## src/rtl/bank_access_arbiter.sv

```systemverilog
// Arbitrates the single-port data bank between the CPU access path (read/write)
// and the watermark block-fetch engine (read-only), and routes read data back by owner.
module bank_access_arbiter #(
    parameter int AMBA_WORD = 16,
    parameter int ADDR_W    = 21,
    parameter int MAX_WAIT  = 4
) (
    input  logic                 clk,
    input  logic                 rst,
    input  logic                 cpu_req,
    input  logic                 cpu_we,
    input  logic [ADDR_W-1:0]    cpu_addr,
    input  logic [AMBA_WORD-1:0] cpu_wdata,
    output logic                 cpu_gnt,
    output logic                 cpu_rvalid,
    output logic [AMBA_WORD-1:0] cpu_rdata,
    input  logic                 eng_en,
    input  logic                 eng_req,
    input  logic [ADDR_W-1:0]    eng_addr,
    output logic                 eng_gnt,
    output logic                 eng_rvalid,
    output logic [AMBA_WORD-1:0] eng_rdata,
    output logic                 bank_we,
    output logic [ADDR_W-1:0]    bank_addr,
    output logic [AMBA_WORD-1:0] bank_wdata,
    input  logic [AMBA_WORD-1:0] bank_rdata,
    output logic [3:0]           eng_stall_cnt
);

    localparam logic [3:0] MAX_WAIT_C = 4'(MAX_WAIT);

    typedef enum logic {
        OWN_CPU = 1'b0,
        OWN_ENG = 1'b1
    } owner_e;

    typedef struct packed {
        logic   valid;
        owner_e owner;
    } tag_t;

    logic                 w_eng_ok;
    logic                 w_cpu_gnt;
    logic                 w_eng_gnt;
    logic                 w_cpu_xfer;
    logic                 w_eng_xfer;
    tag_t                 w_tag_next;

    logic                 r_bank_we;
    logic [ADDR_W-1:0]    r_bank_addr;
    logic [AMBA_WORD-1:0] r_bank_wdata;
    tag_t                 r_tag1;
    tag_t                 r_tag2;
    logic [3:0]           r_wait_cnt;

    // Engine wins only once it has stalled MAX_WAIT times; otherwise the CPU has priority.
    always_comb begin
        w_eng_ok  = eng_req && eng_en;
        w_cpu_gnt = 1'b0;
        w_eng_gnt = 1'b0;
        if (w_eng_ok && (r_wait_cnt == MAX_WAIT_C)) begin
            w_eng_gnt = 1'b1;
        end else if (cpu_req) begin
            w_cpu_gnt = 1'b1;
        end else if (w_eng_ok) begin
            w_eng_gnt = 1'b1;
        end
    end

    always_comb begin
        w_cpu_xfer       = cpu_req && w_cpu_gnt;
        w_eng_xfer       = w_eng_ok && w_eng_gnt;
        w_tag_next.valid = (w_cpu_xfer && !cpu_we) || w_eng_xfer;
        w_tag_next.owner = w_eng_xfer ? OWN_ENG : OWN_CPU;
    end

    // NOTE: tags clear asynchronously, so reads in flight at reset are dropped rather than delivered.
    always_ff @(posedge clk or posedge rst) begin
        if (rst) begin
            r_bank_we    <= 1'b0;
            r_bank_addr  <= '0;
            r_bank_wdata <= '0;
            r_tag1       <= '0;
            r_tag2       <= '0;
        end else begin
            r_tag1 <= w_tag_next;
            r_tag2 <= r_tag1;
            if (w_cpu_xfer) begin
                r_bank_we    <= cpu_we;
                r_bank_addr  <= cpu_addr;
                r_bank_wdata <= cpu_wdata;
            end else if (w_eng_xfer) begin
                r_bank_we    <= 1'b0;
                r_bank_addr  <= eng_addr;
            end else begin
                r_bank_we    <= 1'b0;
            end
        end
    end

    always_ff @(posedge clk or posedge rst) begin
        if (rst) begin
            r_wait_cnt <= '0;
        end else if (!eng_en || w_eng_xfer) begin
            r_wait_cnt <= '0;
        end else if (w_eng_ok && !w_eng_gnt && (r_wait_cnt < MAX_WAIT_C)) begin
            r_wait_cnt <= r_wait_cnt + 4'd1;
        end
    end

    assign cpu_gnt       = w_cpu_gnt;
    assign eng_gnt       = w_eng_gnt;
    assign bank_we       = r_bank_we;
    assign bank_addr     = r_bank_addr;
    assign bank_wdata    = r_bank_wdata;
    assign cpu_rvalid    = r_tag2.valid && (r_tag2.owner == OWN_CPU);
    assign eng_rvalid    = r_tag2.valid && (r_tag2.owner == OWN_ENG);
    assign cpu_rdata     = bank_rdata;
    assign eng_rdata     = bank_rdata;
    assign eng_stall_cnt = r_wait_cnt;

endmodule

```

## config.mk

```make
export PLATFORM = sky130hd
export DESIGN_NAME = bank_access_arbiter
export DESIGN_NICKNAME = d
export VERILOG_FILES = /design/src/rtl/bank_access_arbiter.sv
export SDC_FILE = /design/constraint.sdc
export NUM_CORES = 1
export LEC_CHECK = 0
export CAP_MARGIN = 15
export CELL_PAD_IN_SITES_DETAIL_PLACEMENT = 0
export CELL_PAD_IN_SITES_GLOBAL_PLACEMENT = 2
export CORE_MARGIN = 4
export CORE_UTILIZATION = 19
export DETAILED_ROUTE_END_ITERATION = 6
export PLACE_DENSITY_LB_ADDON = 0.1
export SETUP_SLACK_MARGIN = 0.02
export SLEW_MARGIN = 20
export SYNTH_ARGS = -nofsm -noshare
export SYNTH_HDL_FRONTEND = slang
export SYNTH_SLANG_ARGS = --single-unit
```

## constraint.sdc

```tcl
create_clock -name clk -period 1.6 [get_ports clk]
set_input_delay 0.32 -clock clk [delete_from_list [all_inputs] [get_ports clk]]
set_output_delay 0.32 -clock clk [all_outputs]
set_load 0.05 [all_outputs]
```

==> results.ini <==
[power_and_ir_drop]
comb_power_share_pct=32.3
ir_drop_v=0.000422
leakage_uw=0.00184
p_switching_uw=1170
pwr-share-clk_pct=30.5
p_seq_share_pct=37.1
p_int_uw=2420
p_sw_share_pct=32.5
power.density_nw_per_um2=881

[critical_path]
cp-start-kind=flop
worst-setup-path-type=reg -> out
crit_chain=inv_2 -> ha_4 -> nand2_4 -> o31ai_4 -> buf_6 -> clkinvlp_4 -> buf_8
path_max_fanout=2
cp_slowest_cell=dfrtp_2
cpPeakStageDelay_ns=0.41
endpoint_kind=output pin
worstPathRequired_ns=1.28
crit_arrival_ns=1.54

[synthesis]
synth_top_cell_area_share_pct=47.8
synth-seq-cells=46
yosysUniqueCellTypes=27
synth.avg_cell_area_um2=11.9
yosysSeqAreaShare_pct=47.8
ys_warn_count=0
synth_fp_nets=284
synthCells=202
synth_area_leader_cell=dfrtp_1
netlist_area_um2=2410
synth_area_leaders=dfrtp_1, buf_4, o221a_1

[drt]
num_vias=2031
routedWlPerCell_um=17.7
first_iter_violations=82
dr.pass1.iters=4
route.detailed.drc=0
ant_nets=0
vias_per_cell=4.24
routed_wl_um=8490

[worst_hold_path]
hp-class=in -> async

[clock_tree]
cts_hold_buf=0
htreeDepth=2
cts_tree=done
cts_sinks=46
clockBufferDepth=2
cts_buffers=5
clk_latency_ns=0.28
cts-root-buf=clkbuf_16
clkTransAtPathRegs_ns=0.07

[die]
io_pins=158
coreArea_um2=12200
start_util_pct=19.7
die_height_um=121
placementRows=40
design.die.area_um2=14500
die_width_um=121

[finish]
nFillCells=1256
nNetsFinal=392
antenna_cells=0
fin_util_pct=33.3
area_growth_pct=69.0
layout-drive-gt1-share_pct=40.8
final_area_um2=4070

[timing]
finalClockSkew_ns=0.00442
hold_viol=0
period_share_pct=116
setup-tns-final_ns=-3.88
fin_crit_ns=1.86
finalSetupViolations=39
clock.fmax_ghz=0.537
tightest_slew_ns=0.330
final.setup.worst_slack_ns=-0.261
rsz0062_at_grt=true
whs_ns=0.307
maxSlewHeadroom_pct=78.0
finalMaxSlewViolations=0

[placement]
portBuffers=109
placed_cell_area_um2=3590
dp_slack_ns=-0.438
gp_congestion=0.676
dp_hpwl_um=5500

[run_status]
violations=negative setup slack
status=complete, but fails checks

[global_routing]
grt_pass1_vias=2259
grt_pass1_wl_um=12800
track_usage_pct=11.4
grt_max_degree=30
overflow=0
antenna_found_initial=0

[job]
cap_violations=0

## cell type report
cell class / instances / area [um2] / share of cell area [%]
clock inverters: 2 / 12.5 / 0.308
multi-input cells: 105 / 1050 / 25.8
inverters: 7 / 32.5 / 0.800
clock buffers: 6 / 139 / 3.41
well taps: 168 / 210 / 5.17
flip-flops and latches: 46 / 1160 / 28.4
repair buffers: 145 / 1470 / 36.1
## path summary, 6_finish.rpt
check	start	to	slack, ns	cells past startpoint
setup / recovery	eng_stall_cnt[1]	cpu_gnt	-0.26	7
hold / removal	rst	bank_wdata[11]	0.31	2
setup reg to reg	eng_stall_cnt[1]	bank_addr[10]	-0.14	7
hold reg to reg	r_tag1[0]	r_tag2[0]	0.35	0
max in group asynchronous	rst	eng_stall_cnt[3]	0.80	3
min in group clk	r_tag1[0]	r_tag2[0]	0.35	0
## synth_stat cells
| cell type | count |
|---|---|
| a211o_1 | 21 |
| a31oi_1 | 2 |
| and2_1 | 1 |
| and3_1 | 22 |
| buf_2 | 2 |
| buf_4 | 33 |
| buf_6 | 4 |
| clkbuf_1 | 8 |
| dfrtp_1 | 46 |
| ha_1 | 2 |
| inv_1 | 7 |
| mux2_1 | 8 |
| mux2_2 | 8 |
| mux2i_1 | 1 |
| nand2_1 | 1 |
| nand2_2 | 1 |
| nand2b_1 | 1 |
| nor2_1 | 6 |
| nor2b_1 | 1 |
| nor3b_2 | 1 |
| o221a_1 | 19 |
| o221a_2 | 2 |
| o221ai_1 | 1 |
| o22ai_1 | 1 |
| o31ai_2 | 1 |
| or3_4 | 1 |
| xnor2_1 | 1 |
## power by group through the flow
| stage | clock, uW | combinational (uW) | sequential [uW] |
|---|---|---|---|
| 5_1_grt | 1180 | 1220 | 1340 |
| 3_5_place_dp | 0 | 1080 | 1350 |
| 4_1_cts | 1150 | 1160 | 1330 |
| 2_1_floorplan | 0 | 466 | 1690 |
| 6_report | 1090 | 1160 | 1330 |
| 3_3_place_gp | 0 | 1080 | 1350 |
## cells by family (layout without fill, tap and decap cells)
logic type / count (synthesis) / after routing / share of synthesized area (%)
fa+ha+maj: 2 / 2 / 1.04
mux: 17 / 17 / 7.90
simple gates: 35 / 38 / 8.84
xor+xnor: 1 / 1 / 0.364
flops: 46 / 46 / 47.8
compound gates: 47 / 47 / 19.1
buf+inv: 54 / 160 / 14.9
## flip-flops by register name (all words and copies together), names as in the netlist
register	flops
bank_addr	21
r_tag2	2
bank_wdata	16
eng_stall_cnt	4
bank_we	1
r_tag1	2
## layout by cell type (no fill, tap or decap), types with 2 or more instances in the layout
master / instances
a211o_1: 21
a31oi_1: 2
and3_1: 21
buf_12: 11
buf_4: 60
buf_6: 7
buf_8: 2
clkbuf_16: 6
clkdlybuf4s50_1: 60
clkinvlp_4: 2
dfrtp_1: 42
dfrtp_2: 4
dlymetal6s2s_1: 2
inv_1: 2
inv_2: 3
mux2_4: 15
nand2_4: 2
nor2_1: 5
o221a_1: 19
o221a_4: 2
or3_4: 4
## through the flow
step                      power [uW]  std cells
final                           3580        479
after global routing            3740        479
after CTS                       3640        470
after detailed placement        2430        452
after global placement          2430        452
after floorplan                 2160        202
## worst max-delay path: cells and delay by family, from the launching register on
family,cells,cell delay (ns)
AND/OR/NAND/NOR,1,0.06
buffers and inverters,4,0.44
AO/OA/AOI/OAI,1,0.20
adder cells (fa/ha/maj),1,0.14
flip-flops,1,0.41
## layer usage
metal / track usage (%) / vias up / share of wire (%)
met2: 19.1 / 73 / 48
met3: 4.07 / 9 / 7.8
met1: 13.9 / 1007 / 43
met5: 0 / - / 0
li1: - / 942 / -
met4: 3.12 / 0 / 1.2
## repair_timing
item	CTS	global route
gates resized for setup	37	4
pin swaps	15	8
gates cloned	4	1
setup buffers	7	9
endpoints found under the setup margin	39	40
Note: power is estimated with default switching activity, not from simulation.
